<file path="config.mk">
export PLATFORM = sky130hd
export DESIGN_NAME = serial_addsub_16
export DESIGN_NICKNAME = d
export VERILOG_FILES = /design/src/rtl/serial_addsub_pkg.sv /design/src/rtl/serial_addsub_16_fulladder.sv /design/src/rtl/serial_addsub_16.sv
export SDC_FILE = /design/constraint.sdc
export NUM_CORES = 1
export LEC_CHECK = 0
export BUFFER_PORTS_ARGS = -buffer_cell sky130_fd_sc_hd__buf_2
export CAP_MARGIN = 20
export CORE_MARGIN = 3
export CORE_UTILIZATION = 50
export DETAILED_ROUTE_END_ITERATION = 10
export PLACE_DENSITY = 0.85
export REMOVE_ABC_BUFFERS = 1
export SYNTH_ARGS = -nofsm -noshare
export SYNTH_HDL_FRONTEND = slang
export SYNTH_SLANG_ARGS = --single-unit
export TNS_END_PERCENT = 10
</file>
<file path="constraint.sdc">
create_clock -name clk -period 3.1 [get_ports clk]
set_clock_uncertainty 0.15 [all_clocks]
set_input_delay 0.155 -clock clk [delete_from_list [all_inputs] [get_ports clk]]
set_output_delay 0.155 -clock clk [all_outputs]
set_load 0.005 [all_outputs]
</file>
<file path="src/rtl/serial_addsub_pkg.sv">
// Shared types and constants for the bit-serial adder/subtractor.
package serial_addsub_pkg;

    localparam int DEFAULT_WIDTH = 16;
    localparam int DEFAULT_CNT_W = $clog2(DEFAULT_WIDTH);

    typedef enum logic [1:0] {
        IDLE  = 2'd0,
        SHIFT = 2'd1,
        DONE  = 2'd2
    } state_e;

    function automatic int cnt_width(input int width);
        return (width > 1) ? $clog2(width) : 1;
    endfunction

endpackage

</file>
<file path="src/rtl/serial_addsub_16_fulladder.sv">
// One-bit full adder used as the serial bit cell; purely combinational.
module fulladder (
    input  logic a,
    input  logic b,
    input  logic cin,
    output logic sum,
    output logic cout
);

    assign sum  = a ^ b ^ cin;
    assign cout = (a & b) | (cin & (a ^ b));

endmodule

</file>
<file path="src/rtl/serial_addsub_16.sv">
// Bit-serial unsigned add/subtract, one bit per cycle, result WIDTH cycles after accept.
// Optional saturation of the DONE result when SERIAL_ADDSUB_SAT_EN is defined.
module serial_addsub_16
    import serial_addsub_pkg::*;
#(
    parameter int WIDTH = DEFAULT_WIDTH
) (
    input  logic             clk,
    input  logic             rst_n,
    input  logic             in_valid,
    output logic             in_ready,
    input  logic             op_sub,
    input  logic [WIDTH-1:0] a,
    input  logic [WIDTH-1:0] b,
    output logic             out_valid,
    input  logic             out_ready,
    output logic [WIDTH-1:0] result,
    output logic             flag,
    output logic             busy
);

    localparam int CNT_W = cnt_width(WIDTH);

    state_e             state_q, state_d;
    logic [WIDTH-1:0]   a_q, a_d;
    logic [WIDTH-1:0]   b_q, b_d;
    logic [WIDTH-1:0]   res_q, res_d;
    logic [CNT_W-1:0]   cnt_q, cnt_d;
    logic               carry_q, carry_d;
    logic               sub_q, sub_d;
    logic               flag_q, flag_d;
    logic               fa_sum;
    logic               fa_cout;

    fulladder u_fa (
        .a    (a_q[0]),
        .b    (b_q[0]),
        .cin  (carry_q),
        .sum  (fa_sum),
        .cout (fa_cout)
    );

    always_ff @(posedge clk or negedge rst_n) begin
        if (!rst_n) begin
            state_q <= IDLE;
            a_q     <= '0;
            b_q     <= '0;
            res_q   <= '0;
            cnt_q   <= '0;
            carry_q <= 1'b0;
            sub_q   <= 1'b0;
            flag_q  <= 1'b0;
        end else begin
            state_q <= state_d;
            a_q     <= a_d;
            b_q     <= b_d;
            res_q   <= res_d;
            cnt_q   <= cnt_d;
            carry_q <= carry_d;
            sub_q   <= sub_d;
            flag_q  <= flag_d;
        end
    end

    always_comb begin
        state_d = state_q;
        a_d     = a_q;
        b_d     = b_q;
        res_d   = res_q;
        cnt_d   = cnt_q;
        carry_d = carry_q;
        sub_d   = sub_q;
        flag_d  = flag_q;
        case (state_q)
            IDLE: begin
                if (in_valid) begin
                    // Subtract is a + ~b + 1: invert b here and seed the carry with 1.
                    a_d     = a;
                    b_d     = op_sub ? ~b : b;
                    sub_d   = op_sub;
                    carry_d = op_sub;
                    cnt_d   = '0;
                    state_d = SHIFT;
                end
            end
            SHIFT: begin
                res_d   = {fa_sum, res_q[WIDTH-1:1]};
                a_d     = a_q >> 1;
                b_d     = b_q >> 1;
                carry_d = fa_cout;
                cnt_d   = cnt_q + CNT_W'(1);
                if (cnt_q == CNT_W'(WIDTH - 1)) begin
                    flag_d  = fa_cout ^ sub_q;
                    state_d = DONE;
                end
            end
            DONE: begin
                if (out_ready) begin
                    state_d = IDLE;
                end
            end
            default: begin
                state_d = IDLE;
            end
        endcase
    end

    assign in_ready  = rst_n && (state_q == IDLE);
    assign out_valid = (state_q == DONE);
    assign busy      = (state_q != IDLE);
    assign flag      = flag_q;

`ifdef SERIAL_ADDSUB_SAT_EN
    // Overflow clamps to all-ones for add, underflow clamps to zero for subtract.
    assign result = ((state_q == DONE) && flag_q) ? (sub_q ? '0 : '1) : res_q;
`else
    assign result = res_q;
`endif

endmodule

</file>
# [After elaboration in Yosys (flattened, before gate mapping)]
# Cells that the tools add are included.
[op_classes] addsub=1 n_eq_ne=6 n_mux=13 bitwise_logic=7 n_reduce_logical=8
[op_table] operator="16-bit case mux with 2 select lines" count=2
[op_table] operator="16-bit two-way mux" count=3
[op_table] operator="16-bit NOT" count=1
[op_table] operator="4-bit case mux with 2 select lines" count=1
[op_table] operator="2-bit two-way mux" count=3
[op_table] operator="2-bit case mux with 3 select lines" count=1
[op_table] operator="2-bit AND reduction" count=3
[op_table] operator="4-bit by 1-bit adder with 4-bit output, second input constant" count=1
[op_table] operator="4-bit == test, second input constant" count=1
[op_table] operator="4-bit two-way mux" count=1
[op_table] operator="2-bit inequality test, second input constant" count=2
[op_table] operator="2-bit nonzero test" count=2
[op_table] operator="3-bit AND reduction" count=1
[op_table] operator="1-bit bitwise XOR" count=3
[op_table] operator="1-bit AND" count=2
[op_table] operator="2-bit by 1-bit == test with 1-bit output, second input constant" count=1
[op_table] operator="2-bit == test, second input constant" count=1
[op_table] operator="2-bit zero test" count=1
[op_table] operator="2-bit by 1-bit inequality test with 1-bit output, second input constant" count=1
[op_table] operator="1-bit case mux with 2 select lines" count=1
[op_table] operator="1-bit logical AND" count=1
[op_table] operator="1-bit two-way mux" count=1
[op_table] operator="1-bit OR" count=1
[totals] reg_bits=57 inputBits=37

# [Depth between registers and ports, before layout]
# Gate-level depths: netlist (run 1).
[logic_depth] ltp_word=4 ltp_mapped=5 ltp_nobuf=4

# [Cells and area by module]
# Synthesis (run 1) repeated with hierarchy kept, for this count alone.
[unflattened] hier_cells=273 area_unflattened_um2=2725.1
[modules_own_cells] mod="serial_addsub_16" n_inst=1 cells_each=272 area_per_inst_um2=2705.1 seq_area_each_um2=1426.4
[modules_own_cells] mod="fulladder" n_inst=1 cells_each=1 area_per_inst_um2=20.0 seq_area_each_um2=0.0

# [Least setup slack after synthesis (run 1)]
# OpenSTA, ideal clock, no wires.
[synth_timing] path_kind="reg-to-reg" startpoint="register carry_q" endpoint="register flag_q (netlist: flag)" setup_time_ns=0.125 t_arrival_ns=1.228 path_slack_ns=1.597 path_stages_with_launch=4 n_path_buf=0 period_less_slack_ns=1.503 path_cell_list="dfrtp_1 > fa_1 > xor2_1 > mux2_2"
[synth_between] elab_chain_len=3
[synth_rtl] element="start, declared" line_no="serial_addsub_16.sv:29" source="logic carry_q, carry_d;"
[synth_rtl] element="start signal, assigned" line_no="serial_addsub_16.sv:59" source="carry_q <= carry_d;"
[synth_rtl] element="1-bit AND" line_no="serial_addsub_16_fulladder.sv:11" source="assign cout = (a & b) | (cin & (a ^ b));"
[synth_rtl] element="1-bit OR" line_no="serial_addsub_16_fulladder.sv:11"
[synth_rtl] element="1-bit bitwise XOR" line_no="serial_addsub_16.sv:93" source="flag_d = fa_cout ^ sub_q;"
[synth_rtl] element="end signal, assigned" line_no="serial_addsub_16.sv:61" source="flag_q <= flag_d;"
[synth_rtl] element="end, declared" line_no="serial_addsub_16.sv:31" source="logic flag_q, flag_d;"
# No other way between the ends.
# A chain may end at the register's enable or synchronous reset.

# [Worst setup path in the final report (run 1)]
[layout_timing] startpoint="register state_q[0]" endpoint="register a_q[2]"
[layout_between] elab_chain_len=3
[layout_rtl] element="start, declared" line_no="serial_addsub_16.sv:24" source="state_e state_q, state_d;"
[layout_rtl] element="start signal, assigned" line_no="serial_addsub_16.sv:54" source="state_q <= state_d;"
[layout_rtl] element="2-bit by 1-bit == test with 1-bit output / 2-bit zero test (equally long branches)" line_no="serial_addsub_16.sv:74" source="case (state_q)"
[layout_rtl] element="2-bit nonzero test (no line) / 2-bit inequality test (equally long branches)"
[layout_rtl] element="2-bit AND reduction (no line)"
[layout_rtl] element="end signal, assigned" line_no="serial_addsub_16.sv:46" source="a_q <= '0;"
[layout_rtl] element="end signal, assigned" line_no="serial_addsub_16.sv:55" source="a_q <= a_d;"
[layout_rtl] element="end, declared" line_no="serial_addsub_16.sv:25" source="logic [WIDTH-1:0] a_q, a_d;"
# Parallel ways exist; a longest one is shown, timed or not.

==> results of run 1 <==
## power breakdown
group	total (mW)	switching [mW]	internal, mW
Clock	0.537	0.256	0.281
Sequential	1.28	0.235	1.04
Combinational	0.872	0.445	0.427
## worst register-to-register path: stages, from the launching register on
cell	delay, ps
dfrtp_1	740
nor2b_4	540
buf_4	380
a22oi_1	110
o21ai_0	130
## final timing paths
| path | start | cells past startpoint | endpoint | slack [ps] |
|---|---|---|---|---|
| setup reg to reg | state_q[0]$_DFFE_PN0P_ | 4 | a_q[2]$_DFFE_PN0P_ | 960 |
| hold reg to reg | result[0]$_DFFE_PN0P_ | 2 | result[0]$_DFFE_PN0P_ | 320 |
| max in group asynchronous | rst_n | 3 | a_q[1]$_DFFE_PN0P_ | 1840 |
| setup / recovery | state_q[0]$_DFFE_PN0P_ | 4 | a_q[2]$_DFFE_PN0P_ | 960 |
| min in group asynchronous | rst_n | 2 | result[7]$_DFFE_PN0P_ | 120 |
| hold / removal | a[2] | 3 | a_q[2]$_DFFE_PN0P_ | 20 |
## kinds of logic (layout without fill, tap and decap cells)
group                    Yosys count  after routing  share of synthesized area [%]
AND/OR/NAND/NOR                  106            106                           18.1
buffers and inverters             21             92                           4.47
XOR/XNOR                          19             19                           6.13
flip-flops                        57             57                           52.6
AO/OA/AOI/OAI                     66             66                           17.2
multiplexers                       1              1                          0.415
adder cells (fa/ha/maj)            2              2                           1.20
## placed cells by master, fill, tap and decap left out, types with 2 or more instances in the layout
| cell | instances |
|---|---|
| o21ai_1 | 3 |
| dlygate4sd3_1 | 18 |
| dfrtp_1 | 57 |
| xnor2_1 | 16 |
| a221o_2 | 13 |
| a22oi_1 | 15 |
| nor2b_1 | 4 |
| buf_4 | 2 |
| nand2b_1 | 2 |
| nor2_1 | 17 |
| a221o_1 | 2 |
| nand2_1 | 59 |
| xor2_1 | 3 |
| buf_2 | 56 |
| inv_1 | 2 |
| o21ai_0 | 17 |
| and2b_1 | 12 |
| a21oi_1 | 15 |
| nand3_1 | 6 |
| clkbuf_1 | 4 |
| clkbuf_8 | 9 |
## state kept, by name, summed over array words and instances, names as in the netlist
register / flops
b_q: 16
cnt_q: 4
flag: 1
sub_q: 1
a_q: 16
carry_q: 1
result: 16
state_q: 2
## metal layers
| metal | GRT usage [%] | vias to the layer above |
|---|---|---|
| li1 | - | 1066 |
| met5 | 0 | - |
| met3 | 5.64 | 4 |
| met4 | 9.28 | 0 |
| met1 | 27.3 | 994 |
| met2 | 28.6 | 70 |
## final cells by class
class	instances	area, um2	area share (%)
sequential	57	1430	43.1
multi-input combinational	194	1170	35.4
timing repair buffer	76	475	14.4
clock buffer	13	139	4.19
tap	70	87.6	2.64
inverter	2	7.51	0.227
clock inverter	1	5.00	0.151
==> impl_metrics.yaml, run 1 <==
clocking:
  post_cts_resized: 0
  clock-sinks: 57
  post_cts_buffers: 0
  root_buffer: "clkbuf_8"
  cts_buffers: 9
  clkTransAtPathRegs_ps: 60
  clkLatencyLatePin_ps: 320
  cts_tree: "done"
  cts_hold_buf: 18
  clockBufferDepth: 2
  cts_htree_levels: 3
logic_synthesis:
  postSynthCellCount: 272
  synth_most_common_cell: "nand2_1"
  syn_area_per_cell_um2: 9.98
  synth_area_um2: 2710
  synth_top_cells_by_area: "dfrtp_1 (53%), nand2_1 (8.2%), a221o_2 (5.4%), xnor2_1 (5.2%), a22oi_1 (4.1%)"
  yosysWarnings: 0
  synth.distinct_cells: 30
  synth_edf_count: 0
  async_reset_ff_share_pct: 100
  synth_top_area_share_pct: 52.6
  synth_common_cells: "nand2_1 (59), dfrtp_1 (57), nor2_1 (17), o21ai_0 (17), xnor2_1 (16)"
  synth_top_area_cell: "dfrtp_1"
  synth_seq_cells: 57
  ys_seq_area_share_pct: 52.6
  ys.flop_type: "dfrtp_1"
floorplanning:
  coreArea_um2: 5170
  initial_core_util_pct: 52.5
  die_width_um: 79.7
  dieArea_um2: 6350
  rows: 26
  io_pins: 57
  die_h_um: 79.7
global_route:
  grt_max_degree: 46
  grt_pass1_wl_um: 9600
  grt_use_total_pct: 19.8
  grt_pass1_vias: 1992
  overflow: 0
  antenna_found_initial: 0
cells_and_area:
  antenna_cells: 0
  drive_above_1_share_pct: 25.1
  nets: 379
  area.growth.synth_to_final_pct: 22.0
  finalCoreUtilization_pct: 64.0
  final_cell_area_um2: 3310
  n_fill_cell: 426
  fin_cells: 413
setup_path:
  startpoint_type: "flip-flop"
  cpPeakStageDelay_ps: 740
  critPathArrivalTime_ps: 2220
  path_cells: "nor2b_4 > buf_4 > a22oi_1 > o21ai_0"
  path_max_fanout: 29
  crit_slowest_cell: "dfrtp_1"
  endpoint_kind: "flip-flop"
  crit_buf_inv: 1
  required_ps: 3180
  path_class: "reg2reg"
  critPathTopFamily: "flip-flops"
sta:
  setup_tns_ps: 0
  worst_pin_slew_ps: 820
  setup_viol: 0
  hold_slack_ps: 19.5
  setup_slack_ps: 965
  period_share_pct: 68.9
  final-max-slew-violation-count: 0
  slew_headroom_pct: 45.3
  rsz0062_at_grt: "no"
  timing.final.crit_period_ps: 2140
  max_freq_mhz: 468
  hold_viol: 0
pwr:
  power.density_nw_per_um2: 811
  vdd_ir_drop_max_uv: 316
  leakage_nw: 1.66
  finalPower_mw: 2.69
flow_run:
  maxCapViolCount: 0
min_path:
  hp-class: "in2reg"
routing:
  wire_per_inst_um: 13.5
  first_pass_iters: 4
  drt-initial-drc-count: 163
  routed_via_density: 5.17
  wl_um: 5600
  routed.top_layer: "met4"
  dr_wl_met2_um: 2610
  drc: 0
  drt-met1-wl_um: 2590
  vias: 2134
  ant_nets: 0
  met3WireLength_um: 362
outcome:
  outcome: "completed"
place:
  placed_area_um2: 2990
  port-buffer-count: 56
  place_worst_setup_slack_ps: 961
  hpwl_um: 3520
  placed_cells: 381
  gp_congestion: 0.735
(Power assumes the default switching activity.)
==> inputs of run 2 (changes only) <==
==> constraint.sdc (replaced) <==
create_clock -name clk -period 2.1 [get_ports clk]
set_clock_uncertainty 0.15 [all_clocks]
set_input_delay 0.105 -clock clk [delete_from_list [all_inputs] [get_ports clk]]
set_output_delay 0.105 -clock clk [all_outputs]
set_load 0.005 [all_outputs]
==> run 2 against run 1 <==
Routed wire length rose by 5.1%; utilization up 4.4 points; final cell count grew 4.8%; combinational power increased by 59%; final area rose by 6.9%; critical path depth unchanged; largest power group unchanged; highest routed layer unchanged.
==> impl_metrics.yaml, run 2 (synthesis results as in run 1) <==
outcome:
  outcome: "completed"
place:
  hpwl_um: 3620
  gp_congestion: 0.767
  placed_area_um2: 3030
  port-buffer-count: 56
pwr:
  p_int_mw: 2.83
  pwr-share-comb_pct: 32.5
  pwr-share-seq_pct: 43.7
  leakage_nw: 1.77
  power.density_nw_per_um2: 1210
  switching_power_mw: 1.46
  vdd_ir_drop_max_uv: 482
  pwr-share-clk_pct: 23.8
  swShare_pct: 34.0
setup_path:
  startpoint_type: "flip-flop"
  path_max_fanout: 14
  path_class: "reg2out"
  endpoint_kind: "output pin"
  required_ps: 1850
  critPathArrivalTime_ps: 1630
sta:
  final-max-slew-violation-count: 0
  timing.final.crit_period_ps: 1890
  period_share_pct: 90.0
  setup_viol: 0
  worst_pin_slew_ps: 694
  hold_slack_ps: 7.47
  max_freq_mhz: 529
  rsz0062_at_grt: "no"
  slew_headroom_pct: 53.7
  hold_viol: 0
cells_and_area:
  antenna_cells: 0
  layout_common_cells: "nand2_1 (59), dfrtp_1 (57), buf_2 (56)"
  final_cell_area_um2: 3540
  drive_above_1_share_pct: 26.2
  layout_commonest_cell: "nand2_1"
  area.growth.synth_to_final_pct: 30.5
  finalCoreUtilization_pct: 68.5
  nets: 398
global_route:
  grt_max_degree: 58
  grt_pass1_vias: 2223
  antenna_found_initial: 0
  grt_pass1_wl_um: 9780
  grt_use_total_pct: 20.0
  overflow: 0
clocking:
  post_cts_resized: 0
  clockBufferDepth: 2
  clkTransAtPathRegs_ps: 70
  clkLatencyLatePin_ps: 330
  cts_buffers: 9
  cts_htree_levels: 3
  root_buffer: "clkbuf_8"
  clock-sinks: 57
  cts_tree: "done"
routing:
  wire_per_inst_um: 13.6
  ant_nets: 0
  routed_via_density: 5.17
  vias: 2239
  drc: 0
  first_pass_iters: 4
  wl_um: 5880
  drt-initial-drc-count: 161
floorplanning:
  io_pins: 57
  rows: 26
  initial_core_util_pct: 52.5
  die_width_um: 79.7
  dieArea_um2: 6350
  die_h_um: 79.7
  coreArea_um2: 5170
flow_run:
  maxCapViolCount: 0
min_path:
  hp-class: "in2reg"
run 2: area by class of cell:
type	count	area, um2
fillers	390	1630
inverters	2	7.51
clock inverters	3	40.0
well taps	70	87.6
multi-input cells	194	1170
flip-flops and latches	57	1430
clock buffers	12	155
repair buffers	95	653
run 2: timing repair:
item,4_1_cts,5_1_grt
hold buffers,32,0
buffers inserted,0,0
endpoints found under the hold margin,88,0
run 2: path summary, 6_finish.rpt:
check,start,to,slack [ps],cells after the start
max,state_q[1]$_DFFE_PN0P_,in_ready,210,4
min,b[10],b_q[10]$_DFFE_PN0P_,7,4
max reg2reg,state_q[1]$_DFFE_PN0P_,a_q[14]$_DFFE_PN0P_,390,3
min reg2reg,result[0]$_DFFE_PN0P_,result[0]$_DFFE_PN0P_,320,2
max in group asynchronous,rst_n,b_q[3]$_DFFE_PN0P_,1020,3
min in group asynchronous,rst_n,a_q[11]$_DFFE_PN0P_,320,3
run 2: metal layers:
metal  vias to the layer above  part of all wire (%)  GRT usage [%]
li1                       1101                     -              -
met1                      1071                    48           24.5
met3                         5                   4.6           5.53
met4                         0                   1.1           7.39
met5                         -                     0              0
met2                        62                    46           33.5
run 2: critical path: stages (launching register included):
cell     delay, ps
dfrtp_1        540
buf_4          260
or2_2          290
nor2_1          90
buf_2          120
run 2: metrics by stage:
step                      setup WS (ps)  setup TNS, ps  total power, mW  std cells
after detailed placement            416              0             3.22        386
final                               210              0             4.29        433
after floorplan                    -293          -1830             2.68        253
after CTS                           211              0             4.31        433
after global routing               97.0              0             4.61        433
after global placement              491              0             3.17        386
run 2: power groups by stage:
stage	Combinational, mW	Sequential, mW	Clock, mW
floorplan	0.854	1.83	0
global placement	1.31	1.86	0
detailed placement	1.35	1.88	0
CTS	1.40	1.87	1.04
global route	1.60	1.92	1.09
finish	1.39	1.87	1.02
==> inputs of run 3 (changes only) <==
--- a/config.mk
+++ b/config.mk
@@ -7,12 +7,13 @@
 export LEC_CHECK = 0
 export BUFFER_PORTS_ARGS = -buffer_cell sky130_fd_sc_hd__buf_2
 export CAP_MARGIN = 20
-export CORE_MARGIN = 3
+export CORE_MARGIN = 5
 export CORE_UTILIZATION = 50
 export DETAILED_ROUTE_END_ITERATION = 10
 export PLACE_DENSITY = 0.85
 export REMOVE_ABC_BUFFERS = 1
 export SYNTH_ARGS = -nofsm -noshare
 export SYNTH_HDL_FRONTEND = slang
+export SYNTH_HIERARCHICAL = 1
 export SYNTH_SLANG_ARGS = --single-unit
 export TNS_END_PERCENT = 10
==> run 3 against run 2 <==
Worst hold slack better by 11 ps; routed wire length up 6.4%; critical path type unchanged; highest routed layer unchanged; critical endpoint unchanged; sequential power about the same.
==> impl_metrics.yaml, run 3 <==
logic_synthesis:
  async_reset_ff_share_pct: 100
  synth_common_cells: "nand2_1 (59), dfrtp_1 (57), o21ai_1 (19)"
  ys.flop_type: "dfrtp_1"
  yosysWarnings: 6
  synth_edf_count: 0
  synth.distinct_cells: 29
  postSynthCellCount: 273
  synth_top_cells_by_area: "dfrtp_1 (52%), nand2_1 (8.1%), a221o_1 (5.5%), xnor2_1 (5.1%), a22oi_1 (4.1%)"
  synth_seq_cells: 57
  synth_top_area_share_pct: 52.3
  synth_most_common_cell: "nand2_1"
  synth_area_um2: 2730
  ys_seq_area_share_pct: 52.3
  syn_area_per_cell_um2: 9.98
  synth_top_area_cell: "dfrtp_1"
setup_path:
  endpoint_kind: "output pin"
  r2r_start: "state_q[0]$_DFFE_PN0P_"
  critPathTopFamily: "flip-flops"
  cpPeakStageDelay_ps: 510
  path_max_fanout: 15
  crit_slowest_cell: "dfrtp_1"
  path_cells: "buf_4 > or2_1 > nor2_1 > buf_2"
  path_class: "reg2out"
  critPathArrivalTime_ps: 1520
  rr_endpoint: "b_q[0]$_DFFE_PN0P_"
  startpoint_type: "flip-flop"
  crit_buf_inv: 2
  required_ps: 1850
  regToRegSetupSlack_ps: 410
  rr_worst_depth: 4
pwr:
  vdd_ir_drop_max_uv: 555
  finalPower_mw: 4.43
  power.density_nw_per_um2: 1240
  leakage_nw: 1.74
flow_run:
  maxCapViolCount: 0
floorplanning:
  dieArea_um2: 7030
  initial_core_util_pct: 52.4
  coreArea_um2: 5200
  die_width_um: 83.8
  io_pins: 57
  rows: 26
  die_h_um: 83.8
outcome:
  outcome: "completed"
global_route:
  grt_pass1_vias: 2367
  antenna_found_initial: 0
  overflow: 0
  grt_pass1_wl_um: 10900
  grt_max_degree: 58
  grt_use_total_pct: 19.2
sta:
  slew_headroom_pct: 53.0
  hold_viol: 0
  max_freq_mhz: 565
  period_share_pct: 84.3
  timing.final.crit_period_ps: 1770
  final-max-slew-violation-count: 0
  worst_pin_slew_ps: 705
  rsz0062_at_grt: "no"
  hold_slack_ps: 18.2
  setup_viol: 0
  setup_tns_ps: 0
clocking:
  root_buffer: "clkbuf_8"
  post_cts_buffers: 0
  clkTransAtPathRegs_ps: 60
  cts_htree_levels: 3
  clock-sinks: 57
  clkLatencyLatePin_ps: 330
  cts_buffers: 9
  cts_tree: "done"
  clockBufferDepth: 2
routing:
  first_pass_iters: 4
  wire_per_inst_um: 14.4
  drc: 0
  wl_um: 6260
  ant_nets: 0
  routed_via_density: 5.27
  vias: 2293
  drt-initial-drc-count: 163
cells_and_area:
  drive_above_1_share_pct: 25.2
  antenna_cells: 0
  layout_commonest_cell: "nand2_1"
  nets: 400
  final_cell_area_um2: 3570
  finalCoreUtilization_pct: 68.6
  area.growth.synth_to_final_pct: 31.0
  layout_common_cells: "nand2_1 (59), dfrtp_1 (57), buf_2 (56)"
place:
  placed_area_um2: 3050
  gp_congestion: 0.726
  port-buffer-count: 56
  hpwl_um: 3960
min_path:
  worstHoldEndpoint: "b_q[11]$_DFFE_PN0P_"
  worst_hold_startpoint: "b[11]"
  hp-class: "in2reg"
  min_path_cells: 4
==> run 3: cell count changes after synthesis, moves of 2 or more <==
cell	before	now
a221o_1	2	15
o21ai_0	17	0
nor2_2	0	10
nor2_1	17	8
and2b_1	12	5
o21ai_1	3	19
nor2b_1	4	12
buf_4	2	4
a221o_2	13	0
==> run 3: worst max path at each step <==
| stage | start | to | slack [ps] | cells past startpoint |
|---|---|---|---|---|
| floorplan | state_q[0]$_DFFE_PN0P_ | flag$_DFFE_PN0P_ | -1110 | 3 |
| global placement | state_q[0]$_DFFE_PN0P_ | b_q[14]$_DFFE_PN0P_ | 470 | 4 |
| detailed placement | state_q[0]$_DFFE_PN0P_ | b_q[11]$_DFFE_PN0P_ | 430 | 4 |
| CTS | state_q[1]$_DFFE_PN0P_ | in_ready | 330 | 4 |
| global route | state_q[1]$_DFFE_PN0P_ | in_ready | 250 | 4 |
| finish | state_q[1]$_DFFE_PN0P_ | in_ready | 330 | 4 |
==> run 3: logic make-up after synthesis <==
logic type               share of synthesized area (%)
AO/OA/AOI/OAI                                     16.4
XOR/XNOR                                          6.11
adder cells (fa/ha/maj)                           1.19
buffers and inverters                             4.87
flip-flops                                        52.3
multiplexers                                     0.413
AND/OR/NAND/NOR                                   18.6
==> run 3: what timing repair did <==
item	CTS	global route
hold endpoints to repair	87	0
hold buffers	31	0
resized for setup	0	0
==> run 3: cell type report <==
type | count | area (um2)
inverter | 2 | 7.51
multi-input combinational | 194 | 1170
tap | 70 | 87.6
fill | 418 | 1630
clock buffer | 12 | 145
clock inverter | 3 | 65.1
sequential | 57 | 1430
timing repair buffer | 97 | 666
==> run 3: worst reg2reg max path: cells and delay by family (launching register included) <==
kind | cells | cell delay, ps
buf+inv | 1 | 200
flops | 1 | 450
compound gates | 1 | 120
simple gates | 2 | 710
==> run 3: per-stage QoR <==
step	setup WS, ps	cells
after floorplan	-1110	253
after global placement	474	389
after detailed placement	434	389
after CTS	329	435
after global routing	248	435
final	329	435
==> run 3: power by group <==
part / switching [mW] / total (mW) / internal, mW
combinational: 0.750 / 1.46 / 0.713
sequential: 0.331 / 1.87 / 1.54
clock: 0.406 / 1.10 / 0.693
total: 1.49 / 4.43 / 2.95
==> run 3: layer usage <==
| metal | track usage (%) | routed length (um) |
|---|---|---|
| met4 | 10.7 | 144 |
| met1 | 24.2 | 2750 |
| met3 | 4.84 | 387 |
| met5 | 0 | 0 |
| met2 | 30.0 | 2970 |
